## src/rtl/uart_rx.sv

```systemverilog
// UART receive control: 2-flop input synchroniser, 16x oversampled frame FSM,
// first-word fall-through receive FIFO and sticky error flags.
module uart_rx #(
  parameter int UART_DATA_WIDTH        = 8,
  parameter int UART_RX_FIFO_DEPTH     = 8,
  parameter int UART_RX_FIFO_PTR_WIDTH = 4
) (
  input  logic                       PCLK,
  input  logic                       PRESETN,
  input  logic                       rx_sample_pulse,
  input  logic                       UART_RX,
  input  logic                       data_bits,
  input  logic                       parity_en,
  input  logic                       parity_odd0_even1,
  input  logic                       rx_data_reg_rd,
  output logic [UART_DATA_WIDTH-1:0] rx_data,
  output logic                       rx_valid,
  output logic                       parity_err,
  output logic                       framing_err,
  output logic                       overflow_err,
  input  logic                       err_clr
);

  localparam int AW = $clog2(UART_RX_FIFO_DEPTH);
  localparam int PW = UART_RX_FIFO_PTR_WIDTH;

  localparam logic [2:0] ST_IDLE   = 3'd0;
  localparam logic [2:0] ST_START  = 3'd1;
  localparam logic [2:0] ST_DATA   = 3'd2;
  localparam logic [2:0] ST_PARITY = 3'd3;
  localparam logic [2:0] ST_STOP   = 3'd4;

  logic                       sync1_q, rx_s_q;
  logic [2:0]                 state_q, state_d;
  logic [3:0]                 sample_cnt_q, sample_cnt_d;
  logic [2:0]                 bit_cnt_q, bit_cnt_d;
  logic [UART_DATA_WIDTH-1:0] shreg_q, shreg_d;
  logic                       par_bad_q, par_bad_d;
  logic                       brk_q, brk_d;
  logic [PW-1:0]              wptr_q, wptr_d, rptr_q, rptr_d;
  logic                       parity_err_q, parity_err_d;
  logic                       framing_err_q, framing_err_d;
  logic                       overflow_err_q, overflow_err_d;
  logic [UART_DATA_WIDTH-1:0] mem_q [UART_RX_FIFO_DEPTH];

  logic       push_req, ferr_set, fifo_full, fifo_empty, pop, push_ok, ovf_set, perr_set;
  logic       par_exp;
  logic [2:0] last_bit;

  assign last_bit = data_bits ? 3'd7 : 3'd6;
  assign par_exp  = parity_odd0_even1 ? (^shreg_q) : (~^shreg_q);

  always_comb begin
    state_d      = state_q;
    sample_cnt_d = sample_cnt_q;
    bit_cnt_d    = bit_cnt_q;
    shreg_d      = shreg_q;
    par_bad_d    = par_bad_q;
    brk_d        = brk_q;
    push_req     = 1'b0;
    ferr_set     = 1'b0;
    case (state_q)
      ST_IDLE: begin
        sample_cnt_d = 4'd0;
        // After a break the line must return high before a new start is accepted
        if (brk_q) begin
          if (rx_s_q) brk_d = 1'b0;
        end else if (!rx_s_q) begin
          state_d = ST_START;
        end
      end
      ST_START: begin
        if (rx_sample_pulse) begin
          sample_cnt_d = sample_cnt_q + 4'd1;
          if (sample_cnt_q == 4'd7) begin
            sample_cnt_d = 4'd0;
            if (rx_s_q) begin
              state_d = ST_IDLE;
            end else begin
              state_d   = ST_DATA;
              bit_cnt_d = 3'd0;
              shreg_d   = '0;
              par_bad_d = 1'b0;
            end
          end
        end
      end
      ST_DATA: begin
        if (rx_sample_pulse) begin
          sample_cnt_d = sample_cnt_q + 4'd1;
          if (sample_cnt_q == 4'd15) begin
            shreg_d[bit_cnt_q] = rx_s_q;
            // >= keeps the FSM terminating if data_bits changes mid-frame
            if (bit_cnt_q >= last_bit) begin
              state_d      = parity_en ? ST_PARITY : ST_STOP;
              sample_cnt_d = 4'd0;
            end else begin
              bit_cnt_d = bit_cnt_q + 3'd1;
            end
          end
        end
      end
      ST_PARITY: begin
        if (rx_sample_pulse) begin
          sample_cnt_d = sample_cnt_q + 4'd1;
          if (sample_cnt_q == 4'd15) begin
            if (rx_s_q != par_exp) par_bad_d = 1'b1;
            state_d      = ST_STOP;
            sample_cnt_d = 4'd0;
          end
        end
      end
      ST_STOP: begin
        if (rx_sample_pulse) begin
          sample_cnt_d = sample_cnt_q + 4'd1;
          if (sample_cnt_q == 4'd15) begin
            state_d      = ST_IDLE;
            sample_cnt_d = 4'd0;
            if (rx_s_q) begin
              push_req = 1'b1;
            end else begin
              ferr_set = 1'b1;
              brk_d    = 1'b1;
            end
          end
        end
      end
      default: begin
        state_d      = ST_IDLE;
        sample_cnt_d = 4'd0;
      end
    endcase
  end

  assign fifo_empty = (wptr_q == rptr_q);
  assign fifo_full  = (wptr_q[PW-1] != rptr_q[PW-1]) && (wptr_q[AW-1:0] == rptr_q[AW-1:0]);
  assign pop        = rx_data_reg_rd && !fifo_empty;
  // A full FIFO still accepts a byte when the head is popped in the same cycle
  assign push_ok    = push_req && (!fifo_full || pop);
  assign ovf_set    = push_req && fifo_full && !pop;
  assign perr_set   = push_req && par_bad_q;

  always_comb begin
    wptr_d         = wptr_q + {{(PW-1){1'b0}}, push_ok};
    rptr_d         = rptr_q + {{(PW-1){1'b0}}, pop};
    parity_err_d   = perr_set ? 1'b1 : (err_clr ? 1'b0 : parity_err_q);
    framing_err_d  = ferr_set ? 1'b1 : (err_clr ? 1'b0 : framing_err_q);
    overflow_err_d = ovf_set  ? 1'b1 : (err_clr ? 1'b0 : overflow_err_q);
  end

  always_ff @(posedge PCLK or negedge PRESETN) begin
    if (!PRESETN) begin
      sync1_q        <= 1'b1;
      rx_s_q         <= 1'b1;
      state_q        <= ST_IDLE;
      sample_cnt_q   <= 4'd0;
      bit_cnt_q      <= 3'd0;
      shreg_q        <= '0;
      par_bad_q      <= 1'b0;
      brk_q          <= 1'b0;
      wptr_q         <= '0;
      rptr_q         <= '0;
      parity_err_q   <= 1'b0;
      framing_err_q  <= 1'b0;
      overflow_err_q <= 1'b0;
    end else begin
      sync1_q        <= UART_RX;
      rx_s_q         <= sync1_q;
      state_q        <= state_d;
      sample_cnt_q   <= sample_cnt_d;
      bit_cnt_q      <= bit_cnt_d;
      shreg_q        <= shreg_d;
      par_bad_q      <= par_bad_d;
      brk_q          <= brk_d;
      wptr_q         <= wptr_d;
      rptr_q         <= rptr_d;
      parity_err_q   <= parity_err_d;
      framing_err_q  <= framing_err_d;
      overflow_err_q <= overflow_err_d;
    end
  end

  always_ff @(posedge PCLK) begin
    if (push_ok) mem_q[wptr_q[AW-1:0]] <= shreg_q;
  end

  assign rx_valid     = !fifo_empty;
  assign rx_data      = fifo_empty ? '0 : mem_q[rptr_q[AW-1:0]];
  assign parity_err   = parity_err_q;
  assign framing_err  = framing_err_q;
  assign overflow_err = overflow_err_q;

endmodule

```

## config.mk

```make
export PLATFORM = sky130hd
export DESIGN_NAME = uart_rx
export DESIGN_NICKNAME = d
export VERILOG_FILES = /design/src/rtl/uart_rx.sv
export SDC_FILE = /design/constraint.sdc
export NUM_CORES = 1
export LEC_CHECK = 0
export CAP_MARGIN = 25
export CORE_AREA = 5 5 117 119
export CTS_BUF_LIST = sky130_fd_sc_hd__clkbuf_8
export CTS_CLUSTER_DIAMETER = 60
export DETAILED_ROUTE_END_ITERATION = 7
export DIE_AREA = 0 0 122 124
export MAX_ROUTING_LAYER = met4
export PLACE_DENSITY = 0.54
export SLEW_MARGIN = 20
export SYNTH_ARGS = -nofsm -noshare
export SYNTH_HDL_FRONTEND = slang
export SYNTH_SLANG_ARGS = --single-unit
```

## constraint.sdc

```tcl
create_clock -name PCLK -period 2.8 [get_ports PCLK]
set_clock_uncertainty 0.15 [all_clocks]
set_input_delay 0.42 -clock PCLK [delete_from_list [all_inputs] [get_ports PCLK]]
set_output_delay 0.42 -clock PCLK [all_outputs]
set_load 0.02 [all_outputs]
```

* Word-level counts from Yosys, hierarchy flattened
Memory sizes are Yosys's and may differ from the RTL's.
Cells that the tools add are included.
** Word-level totals
- Bits in registers :: 33
- Memory bits (writable) :: 64
- Input port bits :: 9
- Output and inout bits :: 12
- Word-level logic and storage cells :: 141
- Memories :: 1
** Memories
- mem_q :: words 8, width 8, rd ports 1, clocked after memory_dff 0, write ports 1, line 44 : logic [UART_DATA_WIDTH-1:0] mem_q [UART_RX_FIFO_DEPTH];
** Cells by class
- $add $sub $neg :: 4
- $lt $le $gt $ge :: 3
- Equality and inequality tests :: 26
- Mux-type cells :: 67
- Reduce and logical (&&, ||, !) cells :: 27
** Operators by type and width (number)
- two-way mux 3 bit :: 18
- two-way mux 8 bit :: 6
- inequality test 2 bit, second input constant :: 15
- two-way mux 4 bit :: 7
- two-way mux 1 bit :: 27
- one-hot mux 8 bit (2 select lines) :: 1
- one-hot mux 3 bit (5 select lines) :: 1
- AND reduction 7 bit :: 2
- one-hot mux 4 bit (3 select lines) :: 1
- nonzero test 2 bit :: 6
- AND reduction 11 bit :: 1
- adder 4 x 1 -> 4 bit :: 2
- bitwise mux 8 bit :: 1
- XNOR reduction 8 bit :: 1
- XOR reduction 8 bit :: 1
- logical AND 1 bit :: 7
- == test 3 x 2 -> 1 bit, second input constant :: 2
- one-hot mux 3 bit (2 select lines) :: 1
- AND reduction 6 bit :: 1
- adder 4 x 1 -> 4 bit, second input constant :: 1
- == test 4 x 3 -> 1 bit, second input constant :: 1
- == test 4 bit :: 1
- == test 4 bit, second input constant :: 1
- < comparator 3 x 4 -> 1 bit, second input constant :: 1
- 17 further kinds :: 21

* Longest topological paths before layout
- Depth after elaboration :: 8
- Depth in mapped cells :: 9
- Gate-level depth less buffers :: 7

* Worst setup path before layout
No wires, ideal clock.
- Kind :: register -> register
- Start point :: register sample_cnt_q[0]
- End point :: memory mem_q[0][0], enable pin
- Library setup time :: 0.383 ns
- Arrival :: 2.045 ns
- Data required time :: 2.267 ns
- Slack :: 0.221 ns
- Stages on the path, launching flop included :: 7
- Path buffers :: 0
- Clock period less this slack :: 2.579 ns
- Cell sequence :: dfrtp_1 ha_1 nand4_1 or4_4 a21oi_2 nand2b_1 nor3_1
** On the way
- Word-level cells in the longest chain between the ends :: 7
** Ends and longest elaborated chain
- start, declared :: line 35 : logic [3:0] sample_cnt_q, sample_cnt_d;
- start signal, assigned :: line 170 : sample_cnt_q <= sample_cnt_d;
- == test 4 bit :: line 116 : if (sample_cnt_q == 4'd15) begin
- two-way mux 1 bit :: line 116
- two-way mux 1 bit :: line 114 : if (rx_sample_pulse) begin
- two-way mux 1 bit :: line 62 : case (state_q)
- logical AND 1 bit :: line 139 : assign push_ok = push_req && (!fifo_full || pop);
- two-way mux 1 bit :: line 184 : if (push_ok) mem_q[wptr_q[AW-1:0]] <= shreg_q;
- two-way mux 1 bit (not written as such) :: line 184
- end, declared :: line 44
Every way passes these cells.

* Worst setup path after layout
- Start point :: register rptr_q[0]
- End point :: output port rx_data[0]
** On the way
- Word-level cells in the longest chain between the ends :: 2
- Elaborated cells on any way between the ends :: 3
- Those cells by class :: eq/ne: 1; mux: 1; memory: 1
** Ends and longest elaborated chain
- start, declared :: line 40 : logic [PW-1:0] wptr_q, wptr_d, rptr_q, rptr_d;
- start signal, assigned :: line 176 : rptr_q <= rptr_d;
- memory (8 x 8 bit) or == test 4 bit (tied branches)
- two-way mux 8 bit (*) :: line 188 : assign rx_data = fifo_empty ? '0 : mem_q[rptr_q[AW-1:0]];
- end, declared :: line 16 : output logic [UART_DATA_WIDTH-1:0] rx_data,
Mark *: on every way between the ends. The rest lies on a longest branch, timed or not.

==> flow_metrics.tcl <==
set metrics [dict create \
    ys_ff_latch 97 \
    ys.flop_type "edfxtp_1" \
    antennaDiodeCount 0 \
    peakVddDrop_mv 0.382 \
    syn_area_mm2 0.00436 \
    htreeDepth 3 \
    tns_ns 0 \
    grt_max_degree 34 \
    area_growth_pct 15.4 \
    post-route-min-period_ns 2.60 \
    drive_gt1_share_pct 18.3 \
    cap_violations 0 \
    fin_crit_sh_pct 92.9 \
    viasPerCell 4.82 \
    tightest_slew_ns 0.763 \
    synth_area_per_cell_um2 14.1 \
    yosys.area.top_type "edfxtp_1" \
    grt_overflow 0 \
    worstSetupPathType "register to primary output" \
    worstPathCellList "buf_12 -> xor2_1 -> nor3_2 -> and2_1 -> buf_4 -> nor2_1 -> dlygate4sd2_1" \
    met1Wirelength_um 3910 \
    rows 41 \
    clkTransAtPathRegs_ns 0.09 \
    yosysMostFrequentCell "edfxtp_1" \
    whs_ns -0.0263 \
    violations "negative hold slack" \
    dp_hpwl_um 6030 \
    synth_top_cells_by_count "edfxtp_1, dfrtp_1, nor2_1" \
    setup_viol_count_final 0 \
    synth_cell_types 51 \
    vias 2493 \
    initial_utilization_pct 35.0 \
    synth_area_leaders "edfxtp_1, dfrtp_1, mux4_2" \
    synth_compound_area_share_pct 7.87 \
    synth_edf_count 64 \
    cp_max_fo 18 \
    outcome "finished with violations" \
    synth.top_cell.area_share_pct 44.1 \
    rsz0062_at_grt "no" \
    syn-num-nets 324 \
    synth_adder_area_share_pct 2.01 \
    critPathArrivalTime_ns 2.03 \
    worstPathRequired_ns 2.23 \
    antenna_found_initial 0 \
    hold_violations 31 \
    cts_buffers 9 \
    place_congestion 0.743 \
    ctsHoldBuffers 0 \
    die_area_mm2 0.0151 \
    drt-total-wl_um 8650 \
    fp.dieW_um 122 \
    maxUsedRoutingLayer "met4" \
    yosysSeqAreaShare_pct 63.1 \
    crit_path_end_kind "primary output" \
    met2_length_um 4330 \
    drt-initial-drc-count 130 \
    ioPinCount 21 \
    drt_pass1_iterations 4 \
    relSlewSlack_pct 49.1 \
    regToRegEndpoint "mem_q[0][0]" \
    crit_family "buffers and inverters" \
    portBuffers 20 \
    yosysWarnings 0 \
    slowest_stage "dfrtp_1" \
    synth_top_family_by_area "multiplexers" \
    synthArstFlopShare_pct 34.0 \
    ant_nets 0 \
    n_fill_cell 1188 \
    synth_mux_area_share_pct 10.6 \
    synthSimpleGateAreaFrac_pct 10.1 \
    hp-class "primary input to asynchronous set/reset pin" \
    netlist_instances 308 \
    grt_pass1_vias 2628 \
    synthXorXnorAreaFrac_pct 3.62 \
    wl_met3_um 303 \
    reg2reg_from "sample_cnt_q[0]" \
    cts_root_buffer "clkbuf_8" \
    path_buf_inv 3 \
    reg2reg_slack_ns 0.31 \
    cts_tree "built" \
    grt_use_total_pct 12.7 \
    core_mm2 0.0125 \
    leakage_nw 1.77 \
    die_h_um 124 \
    grt_pass1_wl_um 14100 \
    nNetsFinal 356 \
    fmax_mhz 384 \
    power-per-cell-area_mw_per_mm2 762 \
    cts_buffer_depth 2 \
    reg2reg_depth 7 \
    cpPeakStageDelay_ns 0.40 \
    maxSlewViolCount 0 \
    drc 0 \
    clk_latency_ns 0.36 \
    utilization_pct 40.3 \
    start_kind "register" \
    clock_sinks 97 \
    post_drt_wl_per_cell_um 16.7 \
]
[kinds of logic (layout without fill, tap and decap cells)]
family | Yosys count | in the layout
fa+ha+maj | 7 | 7
xor+xnor | 18 | 18
simple gates | 78 | 78
buf+inv | 27 | 64
mux | 26 | 26
flops | 97 | 97
compound gates | 55 | 55
[sequential cells by signal, indices dropped and copies added, names as in the netlist, 3 cells and up]
signal and cells:
mem_q 64, shreg_q 8, rptr_q 4, sample_cnt_q 4, wptr_q 4, bit_cnt_q 3, state_q 3
[worst max-delay path by stage]
stage          slack, ns            start  cells after the start           to
6_report            0.20        rptr_q[0]                      7   rx_data[0]
5_1_grt             0.06        rptr_q[0]                      5   rx_data[5]
4_1_cts             0.08        rptr_q[0]                      7   rx_data[0]
3_5_place_dp        0.18  rx_sample_pulse                      7  mem_q[0][1]
3_3_place_gp        0.18  rx_sample_pulse                      7  mem_q[0][1]
2_1_floorplan       0.22  sample_cnt_q[0]                      6  mem_q[0][0]
[what timing repair did]
item	4_1_cts	5_1_grt
setup endpoints to repair	9	4
buffers inserted	0	0
gates resized for setup	9	1
pin swaps	0	0
hold endpoints to repair	0	0
[cell type report]
class / count / area, um2 / area share, %
Clock inverter: 6 / 71.3 / 1.42
Inverter: 12 / 45.0 / 0.896
Sequential cell: 97 / 2750 / 54.7
Tap cell: 172 / 215 / 4.28
Multi-Input combinational cell: 184 / 1490 / 29.7
Clock buffer: 10 / 138 / 2.74
Timing Repair Buffer: 36 / 317 / 6.30
[placed cells by master, fill, tap and decap left out, drive strengths merged, types with 8 or more instances in the layout]
| master | count |
|---|---|
| mux4 | 16 |
| nand2 | 15 |
| dlygate4sd2 | 9 |
| buf | 17 |
| clkbuf | 10 |
| nand2b | 9 |
| clkdlybuf4s50 | 10 |
| nor2 | 22 |
| o21ai | 24 |
| a21oi | 8 |
| inv | 17 |
| xnor2 | 12 |
| mux2i | 10 |
| dfrtp | 31 |
| edfxtp | 64 |
[metrics by stage]
step                hold slack, ns  setup WS [ns]  total power [mW]  instances  area, um2
detailed placement           0.199          0.182              2.99        501       4830
global route                0.0326         0.0648              4.07        517       5030
global placement             0.196          0.184              2.98        501       4830
floorplan                  -0.0256          0.221              2.58        308       4360
CTS                        0.00708         0.0825              3.90        517       5020
finish                     -0.0263          0.199              3.83        517       5030
[layer usage]
metal  global-route usage (%)  vias to the layer above
met5                        -                        -
met4                     3.36                        0
met3                     2.77                       11
met2                     21.4                       33
met1                     15.7                     1221
li1                         -                     1228
[power breakdown]
part	switching (mW)	leakage, nW	total, mW	internal [mW]
clock	0.494	0.111	0.945	0.450
sequential	0.0896	1.00	1.67	1.58
combinational	0.673	0.659	1.22	0.545
total	1.26	1.77	3.83	2.58
No activity file was read; power rests on OpenSTA's default activity.
==> RTL change: new RTL, same settings <==
Set the parameter `UART_RX_FIFO_PTR_WIDTH` to 3 (it was 4).
--- a/src/rtl/uart_rx.sv
+++ b/src/rtl/uart_rx.sv
@@ -5,3 +5,3 @@
   parameter int UART_RX_FIFO_DEPTH     = 8,
-  parameter int UART_RX_FIFO_PTR_WIDTH = 4
+  parameter int UART_RX_FIFO_PTR_WIDTH = 3
 ) (
Behaviour: same outputs for any inputs over 10 cycles, from zero or initial values and one cycle with PRESETN low; that may be too few to reach the edited logic, so the function may still have changed.
==> RTL change against the original RTL <==
Design area decreased by 4.2%. Total power decreased by 9.9%. Sequential share of layout area increased by 1.3 points. Synthesized area decreased by 4.0%. Combinational power decreased by 22%. Core utilization decreased by 1.7 points. Sequential cell count decreased by 2. Global-route usage decreased by 0.71 points. Clock power decreased by 6.9%. Setup slack got worse by 0.052 ns. Critical path depth decreased by 1. Critical path type unchanged. Wire length decreased by 6.9%. Largest power group unchanged. First-iteration DRC count increased by 12%. Largest cell class unchanged.
==> RTL change: results (changes against the original RTL) <==
Run status
  – Outcome: complete, no violations (was complete, but fails checks)

Setup path
  – FF-to-FF path depth: 8 (was 7)
  – Worst setup path start: rptr_q[0] (unchanged)
  – Critical R2R Launch: sample_cnt_q[0] (unchanged)
  – R2r setup slk: 0.43 ns (was 0.31 ns)
  – Worst Path Max Fanout: 17 (was 18)
  – CP peak stage delay: 0.53 ns (was 0.40 ns)
  – CP arrival: 2.08 ns (was 2.03 ns)
  – RR Endpoint: mem_q[1][3] (was mem_q[0][0])
  – Cell with the largest stage delay on the worst path: clkdlybuf4s50_1 (was dfrtp_1)

Finish
  – Layout cells sized above 1: 0.187 (was 0.183)
  – # nets final: 327 (was 356)
  – Fillers: 1181 (was 1188)
  – Antenna diodes: 0 (unchanged)
  – Max reg flops: 64 (unchanged)

Power and ir drop
  – VDD IR max: 0.317 mV (was 0.382 mV)
  – Leak pwr: 1.77 nW (about the same)

Drt
  – Iter 0 DRT Violations: 145 (was 130)
  – # DRC: 0 (unchanged)
  – DR pass1 iterations: 4 (unchanged)
  – Final WL: 8050 microns (was 8650 microns)
  – Vias: 2354 (was 2493)

Synth
  – Top cells by count, synth: edfxtp_1, dfrtp_1, o21ai_0, nor2_1, mux4_2 (was edfxtp_1, dfrtp_1, nor2_1, mux4_2, o21ai_0)
  – Synth unique cells: 46 (was 51)
  – Post-synthesis sequential area ratio: 0.646 (was 0.631)
  – Synth warn: 0 (unchanged)
  – Post-Syn Nets: 296 (was 324)
  – Ranking of synthesized cells by area: edfxtp_1, dfrtp_1, mux4_2, o21ai_0, mux2i_1 (was edfxtp_1, dfrtp_1, mux4_2, xnor2_1, mux2i_1)
  – Ys async rst share: 0.326 (was 0.340)
  – Number of synthesized flops with an enable pin: 64 (unchanged)

Global routing
  – First-pass GRT wire length: 13300 microns (was 14100 microns)
  – Vias in the first global route: 2455 (was 2628)
  – Largest net degree at the start of global routing: 32 (was 34)
  – Initial antenna violation count: 0 (unchanged)
  – All-Layer GR Usage: 0.120 (was 0.127)

Worst hold path
  – Hold Path Class: reg -> reg (was in -> async)
  – Hold Crit Endpoint: rx_s_q
  – Worst hold path depth: 0
  – Hold_sp: sync1_q

Placement
  – Post-DP HPWL: 5520 microns (was 6030 microns)
  – Buffers on Ports: 20 (unchanged)
  – GPL Wtd Cong: 0.786 (was 0.743)

Clock network
  – Clock Path Buffers: 2 (unchanged)
  – Clock Latency Late Sink: 0.36 ns (about the same)
  – Worst-path clk slew: 0.10 ns
  – Total CTS buffers: 9 (unchanged)
  – Root Buffer: clkbuf_8 (unchanged)
  – H-tree depth: 3 (unchanged)

STA
  – Worst slew pin tran: 0.405 ns (was 0.763 ns)
  – Hold Vio Cnt, Final: 0 (was 31)
[RTL change: final cells by class]
type,instances,area share
repair buffers,35,0.0654
well taps,172,0.0447
inverters,9,0.00701
multi-input cells,161,0.281
flip-flops and latches,95,0.560
clock inverters,7,0.0153
clock buffers,9,0.0257
[RTL change: stage by stage]
stage | hold slack [ns] | total power [mW] | std cells | setup WS (ns) | cell area, sq um
finish | 0.212 | 3.45 | 488 | 0.147 | 4820
global route | 0.219 | 3.66 | 488 | 0.0175 | 4820
CTS | 0.215 | 3.51 | 488 | 0.105 | 4820
detailed placement | 0.199 | 2.67 | 472 | 0.155 | 4630
global placement | 0.197 | 2.66 | 472 | 0.223 | 4630
floorplan | -0.0256 | 2.35 | 280 | 0.289 | 4180
[RTL change: worst max-delay path: cells and delay by family, from the launching register on]
family        cells  cell delay, ns
simple gates      1            0.17
flops             1            0.42
xor+xnor          1            0.16
buf+inv           4            0.97
[RTL change: worst max path at each step]
stage | end | depth (start not counted)
floorplan | mem_q[0][0] | 5
global placement | mem_q[1][3] | 8
detailed placement | mem_q[1][2] | 8
CTS | rx_valid | 6
global route | rx_data[6] | 5
finish | rx_valid | 6
[RTL change: routing by layer]
metal / vias up / GRT usage / wire, microns
li1: 1117 / - / -
met3: 7 / 0.0309 / 317
met4: 0 / 0.0294 / 85
met2: 40 / 0.204 / 4140
met1: 1190 / 0.145 / 3510
met5: - / - / 0
[RTL change: cells by family after synthesis]
logic type,count (synthesis),share of synthesized area
xor gates and xnor gates,17,0.0389
DFF,95,0.646
adders and majority gates,7,0.0209
and+or+nand+nor,67,0.0859
muxes,25,0.108
buffers and inverters,24,0.0299
AOI/OAI and AO/OA,45,0.0709
[RTL change: what timing repair did]
item                       in CTS  in global routing
gates resized for setup         8                  0
setup buffers                   0                  0
setup endpoints to repair       8                  0
[RTL change: report_power, final]
group,total [mW],internal [mW],leakage (nW),switching [mW]
logic,0.953,0.443,0.694,0.510
clock network,0.880,0.352,0.0946,0.528
registers,1.62,1.54,0.984,0.0803
total,3.45,2.33,1.77,1.12
